`src/rtl/hls_run_sequencer.sv`:
```
// Purpose : sequences repeated DUT runs (reset, start, wait for done) and keeps per-campaign latency results.
// Latency : a run takes RST_CYCLES reset cycles, one start cycle, then the DUT latency, plus one RECORD cycle.
// Backpressure: none; go is ignored while busy, done_port is ignored outside START/WAIT.
//
// Optional feature macro: HLS_RUN_SEQUENCER_STATS_EN
//   defined   -> min_cycles / max_cycles / total_cycles are kept
//   undefined -> those three outputs are tied to 0 and no statistic registers exist
//
// Ports
//   clock, reset        : single clock, synchronous active-high reset
//   go                  : campaign request; num_runs / timeout_cycles latched on acceptance
//   num_runs            : runs per campaign (0 = finish immediately)
//   timeout_cycles      : per-run cycle limit (0 = no limit)
//   done_port           : DUT completion strobe
//   dut_reset           : reset to the DUT (high during reset and in RST)
//   start_port          : one-cycle DUT start pulse
//   busy/finished       : campaign active / one-cycle end-of-campaign pulse
//   timed_out           : sticky, set when a run hits its limit
//   runs_done           : completed runs in the current campaign
//   last/min/max/total_cycles : run latency results
module hls_run_sequencer #(
  parameter int CNT_W      = 32,
  parameter int RUN_W      = 8,
  parameter int RST_CYCLES = 2
) (
  input  logic             clock,
  input  logic             reset,
  input  logic             go,
  input  logic [RUN_W-1:0] num_runs,
  input  logic [CNT_W-1:0] timeout_cycles,
  input  logic             done_port,
  output logic             dut_reset,
  output logic             start_port,
  output logic             busy,
  output logic             finished,
  output logic             timed_out,
  output logic [RUN_W-1:0] runs_done,
  output logic [CNT_W-1:0] last_cycles,
  output logic [CNT_W-1:0] min_cycles,
  output logic [CNT_W-1:0] max_cycles,
  output logic [CNT_W-1:0] total_cycles
);

  localparam int              RC_W    = (RST_CYCLES > 1) ? $clog2(RST_CYCLES) : 1;
  localparam logic [RC_W-1:0] RC_LAST = RC_W'(RST_CYCLES - 1);
  localparam logic [CNT_W-1:0] CNT_MAX = '1;

  typedef enum logic [2:0] {
    IDLE,
    RST,
    START,
    WAIT,
    RECORD,
    FIN,
    TOUT
  } state_t;

  state_t           state_q, state_d;
  logic [RC_W-1:0]  rst_cnt_q, rst_cnt_d;
  logic [CNT_W-1:0] cnt_q, cnt_d;
  logic [RUN_W-1:0] num_runs_q, num_runs_d;
  logic [CNT_W-1:0] timeout_q, timeout_d;
  logic [RUN_W-1:0] runs_done_q, runs_done_d;
  logic             timed_out_q, timed_out_d;
  logic [CNT_W-1:0] last_q, last_d;

  // Count including the current cycle; cnt_q holds the count of the previous
  // cycle, so the done_port cycle is part of the latency.
  logic [CNT_W-1:0] cur_cnt;
  logic [RUN_W-1:0] runs_inc;

  assign cur_cnt  = (cnt_q == CNT_MAX) ? CNT_MAX : cnt_q + CNT_W'(1);
  assign runs_inc = runs_done_q + RUN_W'(1);

  always_ff @(posedge clock) begin
    if (reset) begin
      state_q     <= IDLE;
      rst_cnt_q   <= '0;
      cnt_q       <= '0;
      num_runs_q  <= '0;
      timeout_q   <= '0;
      runs_done_q <= '0;
      timed_out_q <= 1'b0;
      last_q      <= '0;
    end else begin
      state_q     <= state_d;
      rst_cnt_q   <= rst_cnt_d;
      cnt_q       <= cnt_d;
      num_runs_q  <= num_runs_d;
      timeout_q   <= timeout_d;
      runs_done_q <= runs_done_d;
      timed_out_q <= timed_out_d;
      last_q      <= last_d;
    end
  end

  always_comb begin
    state_d     = state_q;
    rst_cnt_d   = rst_cnt_q;
    cnt_d       = cnt_q;
    num_runs_d  = num_runs_q;
    timeout_d   = timeout_q;
    runs_done_d = runs_done_q;
    timed_out_d = timed_out_q;
    last_d      = last_q;

    unique case (state_q)
      IDLE: begin
        if (go) begin
          if (num_runs != '0) begin
            num_runs_d  = num_runs;
            timeout_d   = timeout_cycles;
            runs_done_d = '0;
            timed_out_d = 1'b0;
            last_d      = '0;
            rst_cnt_d   = '0;
            state_d     = RST;
          end else begin
            // Empty campaign: report completion, leave every result alone.
            state_d = FIN;
          end
        end
      end

      RST: begin
        if (rst_cnt_q == RC_LAST) begin
          state_d = START;
        end else begin
          rst_cnt_d = rst_cnt_q + RC_W'(1);
        end
      end

      START: begin
        cnt_d   = CNT_W'(1);
        state_d = done_port ? RECORD : WAIT;
      end

      WAIT: begin
        cnt_d = cur_cnt;
        if (done_port) begin
          // Completion wins over a timeout landing in the same cycle.
          state_d = RECORD;
        end else if ((timeout_q != '0) && (cur_cnt >= timeout_q)) begin
          // >= rather than == so a limit of 1 (already passed in START)
          // still ends the run on the first WAIT cycle.
          state_d = TOUT;
        end
      end

      RECORD: begin
        last_d      = cnt_q;
        runs_done_d = runs_inc;
        rst_cnt_d   = '0;
        state_d     = (runs_inc == num_runs_q) ? FIN : RST;
      end

      TOUT: begin
        timed_out_d = 1'b1;
        state_d     = FIN;
      end

      FIN: begin
        state_d = IDLE;
      end

      default: begin
        state_d = IDLE;
      end
    endcase
  end

  assign dut_reset   = reset | (state_q == RST);
  assign start_port  = (state_q == START);
  assign busy        = (state_q != IDLE);
  assign finished    = (state_q == FIN);
  assign timed_out   = timed_out_q;
  assign runs_done   = runs_done_q;
  assign last_cycles = last_q;

`ifdef HLS_RUN_SEQUENCER_STATS_EN
  logic [CNT_W-1:0] min_q, min_d;
  logic [CNT_W-1:0] max_q, max_d;
  logic [CNT_W-1:0] total_q, total_d;
  logic [CNT_W:0]   total_sum;
  logic             stat_clr;
  logic             stat_rec;

  assign stat_clr  = (state_q == IDLE) && go && (num_runs != '0);
  assign stat_rec  = (state_q == RECORD);
  assign total_sum = {1'b0, total_q} + {1'b0, cnt_q};

  always_comb begin
    min_d   = min_q;
    max_d   = max_q;
    total_d = total_q;
    if (stat_clr) begin
      min_d   = CNT_MAX;
      max_d   = '0;
      total_d = '0;
    end else if (stat_rec) begin
      if (cnt_q < min_q) min_d = cnt_q;
      if (cnt_q > max_q) max_d = cnt_q;
      total_d = total_sum[CNT_W] ? CNT_MAX : total_sum[CNT_W-1:0];
    end
  end

  always_ff @(posedge clock) begin
    if (reset) begin
      min_q   <= CNT_MAX;
      max_q   <= '0;
      total_q <= '0;
    end else begin
      min_q   <= min_d;
      max_q   <= max_d;
      total_q <= total_d;
    end
  end

  assign min_cycles   = min_q;
  assign max_cycles   = max_q;
  assign total_cycles = total_q;
`else
  assign min_cycles   = '0;
  assign max_cycles   = '0;
  assign total_cycles = '0;
`endif

endmodule

```
`config.mk`:
```
export PLATFORM = sky130hd
export DESIGN_NAME = hls_run_sequencer
export DESIGN_NICKNAME = d
export VERILOG_FILES = /design/src/rtl/hls_run_sequencer.sv
export SDC_FILE = /design/constraint.sdc
export NUM_CORES = 1
export LEC_CHECK = 0
export CAP_MARGIN = 20
export CORE_MARGIN = 4
export CORE_UTILIZATION = 45
export CTS_CLUSTER_SIZE = 24
export DETAILED_ROUTE_END_ITERATION = 8
export PLACE_DENSITY_LB_ADDON = 0.12
export SLEW_MARGIN = 20
export SYNTH_ARGS = -nofsm -noshare
export SYNTH_HDL_FRONTEND = slang
export SYNTH_SLANG_ARGS = --single-unit
```
`constraint.sdc`:
```
create_clock -name clock -period 3.3 [get_ports clock]
set_input_delay 0.495 -clock clock [delete_from_list [all_inputs] [get_ports clock]]
set_output_delay 0.495 -clock clock [all_outputs]
set_load 0.05 [all_outputs]
```
Word-level counts from Yosys, hierarchy flattened
Cells that the tools add are included.
- bits of input ports: 44
- bits in registers: 117
- word-level logic and storage cells: 60
- output and inout port bits: 141
- equal/unequal tests: 12
- order comparisons: 1
- reductions and logical operators: 14
- muxes and demuxes: 21
- add/sub/neg operators: 3
- bitwise gates (word level): 1
- operators with widths (cell ; number):
    $pmux W32 S2 ; 2
    $mux W32 ; 3
    $add A32 B1 Y32 const B ; 1
    $eq A32 B32 Y1 const B ; 1
    $ge A32 B32 Y1 ; 1
    $reduce_bool A32 Y1 ; 1
    $mux W3 ; 7
    $pmux W3 S6 ; 1
    $mux W8 ; 2
    $pmux W8 S2 ; 1
    $reduce_and A3 Y1 ; 5
    $eq A3 B3 Y1 const B ; 3
    $add A8 B1 Y8 const B ; 1
    $eq A8 B8 Y1 ; 1
    $reduce_bool A8 Y1 ; 1
    $eq A3 B2 Y1 const B ; 2
    $ne A2 B2 Y1 const B ; 3
    $reduce_bool A2 Y1 ; 3
    $reduce_bool A3 Y1 ; 2
    $eq A3 B1 Y1 const B ; 1
    $logic_not A3 Y1 ; 1
    $mux W1 ; 3
    $ne A3 B3 Y1 const B ; 1
    $pmux W1 S3 ; 1
    4 further kinds ; 4

Logic depth before layout (Yosys ltp)
- depth after elaboration: 7
- depth in mapped cells: 14
- mapped depth without buffers: 14

Least setup slack after synthesis
Ideal clock, no wire load.
- path kind: reg-to-reg
- start: register cnt_q[0]
- end: register state_q[0]
- arrival time: 3.318 ns
- setup slack: -0.077 ns
- data required time: 3.241 ns
- cell stages (with the launch flop): 15
- buffers on the path: 0
- library setup time: 0.059 ns
- period minus slack after synthesis: 3.377 ns
- cells stage by stage: dfxtp_1 > ha_1 > and3_1 > nand3_1 > nor3_1 > and3_1 > xnor2_1 > nand2_1 > ha_1 > a41oi_1 > o21ai_0 > a2111oi_0 > o211ai_1 > a211oi_1 > o31a_1
- longest elaborated chain between the ends: 6
- elaborated cells on any way between the ends: 7
- classes of those cells: add/sub: 1; order compare: 1; eq/ne: 2; mux: 1; reduce/logical: 2
- ends and longest elaborated chain (what ; line ; RTL):
    from (decl) ; 60 ; logic [CNT_W-1:0] cnt_q, cnt_d;
    from (signal assigned) ; 88 ; cnt_q <= cnt_d;
    $add A32 B1 Y32 / $eq A32 B32 Y1 (equally long branches) ; 72 ; assign cur_cnt = (cnt_q == CNT_MAX) ? CNT_MAX : cnt_q + CNT_W'(1);
    $mux W32 * ; 72 ;
    $ge A32 B32 Y1 * ; 143 ; end else if ((timeout_q != '0) && (cur_cnt >= timeout_q)) begin
    $logic_and A1 B1 Y1 * ; 143 ;
    $ne A3 B3 Y1 (no line) * ; -- ;
    $reduce_and A3 Y1 (no line) * ; -- ;
    to (signal assigned) ; 86 ; state_q <= state_d;
    to (decl) ; 58 ; state_t state_q, state_d;
Mark *: on every way between the ends. The rest lies on a longest branch, timed or not.
A chain may end at the register's enable or synchronous reset.

Worst setup path in the final report
- start: register cnt_q[2]
- end: register state_q[0]
The elaborated chain is that of the path after synthesis.

==> metrics.yaml <==
status:
  status: "complete, no violations"
synthesis:
  synth_top_flop_cell: "dfxtp_1"
  ys_types: 53
  yosysSeqAreaShare_pct: 33.9
  synth_edf_count: 0
  synthArstFlopShare_pct: 0
  syn-cell-area_um2: 6920
  netlist_top_cells_count: "nand2_1 (127), dfxtp_1 (117), buf_4 (96)"
  yosys-top-cells-area: "dfxtp_1 (34%), buf_4 (10%), nand2_1 (6.9%)"
  syn_avg_cell_area_um2: 7.74
  synth_top_area_share_pct: 33.9
  yosysMostFrequentCell: "nand2_1"
  synth_top_area_cell: "dfxtp_1"
  ys_seq_elements: 117
  syn_inst: 894
  yosysWarnings: 0
timing:
  clock_skew_ns: 0.0106
  period_share_pct: 94.9
  min_period_ns: 3.13
  worstMarginPinSlew_ns: 0.937
  fmax_ghz: 0.319
  slew_headroom_pct: 37.1
  finalHoldViolations: 0
  setup_viol: 0
  setup_tns_ns: 0
  report.final.slew_viol_count: 0
floorplanning:
  row_count: 45
  die_h_um: 132
  pin_count: 185
  initial_utilization_pct: 45.7
  fp.dieArea_um2: 17400
  fp.coreArea_um2: 15100
  die_x_um: 132
global_route:
  grt_pass1_wl_mm: 29.7
  grt_max_degree: 64
  grt_overflow: 0
  grt_usage_pct: 21.0
  grt_pass1_vias: 5907
  antenna_found_initial: 0
clock_network:
  numCtsBuffers: 17
  clk_root_buffer_cell: "clkbuf_16"
  insertion_delay_ns: 0.42
  clk_pin_slew_worst_paths_ns: 0.06
  clock-sinks: 117
  tritoncts: "built"
  cts_max_level: 4
  clockBufferDepth: 2
cells_and_area:
  stdcell_area_um2: 8720
  area_growth_pct: 26.1
  layout-drive-gt1-share_pct: 12.5
  layout.nets: 1097
  diodes: 0
  layoutNonFillerInstCount: 1220
hold_path:
  hold_path_depth: 2
  min-delay-start: "timeout_q[29]"
  hp-class: "reg -> reg"
drt:
  drtPass1Iterations: 5
  via_count: 6351
  route.detailed.drc: 0
  drtAntennaViolNets: 0
  vias_per_cell: 5.21
  first_iter_violations: 496
  wl_per_cell_um: 15.3
  totalWireLength_mm: 18.7
worst_setup_path:
  cp-startpoint: "cnt_q[2]"
  ff2ff_path_depth: 14
  crit_arrival_ns: 3.43
  reg2reg_slack_ns: 0.17
  worst_setup_path_end_kind: "flop"
  startpoint_type: "flop"
  required_ns: 3.60
  r2r-start: "cnt_q[2]"
  critPathKind: "reg -> reg"
  crit_fanout: 4
place:
  gp_congestion: 0.870
  dp.cells: 1187
  postPlaceCellArea_um2: 7990
  numPortBuffers: 88
  dp_hpwl_mm: 13.8
job:
  maxCapViolations: 0
pwr:
  p_leak_uw: 0.00365
  p_per_area_nw_per_um2: 469
  vdd_drop_max_mv: 0.369
==> layout by cell type, fill, tap and decap left out, drive strengths merged, types with 5 or more instances in the layout <==
| master | n |
|---|---|
| a21o | 5 |
| a21oi | 82 |
| a22oi | 33 |
| a311oi | 17 |
| a31oi | 10 |
| and2 | 5 |
| and3 | 17 |
| and4 | 5 |
| buf | 69 |
| clkbuf | 24 |
| clkdlybuf4s50 | 87 |
| conb | 96 |
| dfxtp | 117 |
| ha | 34 |
| inv | 43 |
| nand2 | 127 |
| nand3 | 18 |
| nand4 | 16 |
| nor2 | 79 |
| nor3 | 17 |
| nor4 | 13 |
| o21ai | 27 |
| or3 | 5 |
| xnor2 | 26 |
| xor2 | 9 |
==> path summary, 6_finish.rpt <==
kind	endpoint
worst max-delay path	state_q[0]
worst min-delay path	timeout_q[29]
worst max register to register	state_q[0]
worst min register to register	timeout_q[29]
==> metrics by stage <==
stage                     total power (µW)  setup WS [ns]  util [%]  hold slack, ns
final                                 4090          0.169      57.6           0.471
after global routing                  4250        -0.0196      57.6           0.493
after CTS                             4120         0.0166      56.9           0.474
after detailed placement              2190        -0.0615      52.8           0.467
after global placement                2180         0.0725      52.8           0.463
after floorplan                       2110         0.0117         -           0.448
==> worst max-delay path: stages (launching register included) <==
cell and delay [ns]:
dfxtp_1 0.38, buf_4 0.16, and4_1 0.24, nand3_1 0.15, or4_4 0.55, nor2_4 0.12
xnor2_1 0.13, nand2_1 0.13, ha_4 0.29, nand2_1 0.07, nor2_2 0.10, a211oi_2 0.05
o211ai_1 0.27, a211oi_2 0.07, o31a_1 0.30
==> sequential cells by signal, summed over array words and instances (netlist names) <==
| register | cells |
|---|---|
| cnt_q | 32 |
| last_cycles | 32 |
| timeout_q | 32 |
| num_runs_q | 8 |
| runs_done | 8 |
| state_q | 3 |
| rst_cnt_q | 1 |
| timed_out | 1 |
==> per-layer routing <==
metal / vias up / wire length (µm) / GRT usage [%]
met5: - / 0 / 0
met4: 0 / 400 / 7.35
met3: 24 / 1200 / 5.34
met2: 212 / 8590 / 33.1
met1: 2936 / 8460 / 28.0
li1: 3179 / - / -
==> final cells by class <==
| class | instances | area, µm² |
|---|---|---|
| Multi-Input combinational cell | 684 | 3970 |
| Timing Repair Buffer | 156 | 1390 |
| Fill cell | 1474 | 6430 |
| Sequential cell | 117 | 2350 |
| Inverter | 43 | 161 |
| Tap cell | 188 | 235 |
| Clock inverter | 8 | 120 |
| Clock buffer | 24 | 502 |
==> power breakdown <==
part	internal [µW]	leakage [µW]	switching (µW)	total, µW
sequential	1460	0.000950	40.1	1500
clock	1280	0.000302	640	1920
combinational	170	0.00240	497	667
total	2910	0.00365	1180	4090
==> repair_timing <==
item                                    CTS  global route
endpoints found under the setup margin    2             2
hold buffers                              0             0
gates resized for setup                   2            20
setup buffers                             0             1
pin swaps                                 0             8
endpoints found under the hold margin     0             0
==> logic make-up (layout without fill, tap and decap cells) <==
| group | count (synthesis) | count (layout) | synth area share [%] |
|---|---|---|---|
| and+or+nand+nor | 322 | 322 | 21.8 |
| xor gates and xnor gates | 35 | 35 | 4.43 |
| buffers and inverters | 188 | 231 | 15.5 |
| other | 1 | 96 | 0.0542 |
| AOI/OAI and AO/OA | 194 | 194 | 17.7 |
| adders and majority gates | 34 | 34 | 6.15 |
| DFF | 117 | 117 | 33.9 |
| muxes | 3 | 3 | 0.470 |
(Power assumes the default switching activity.)
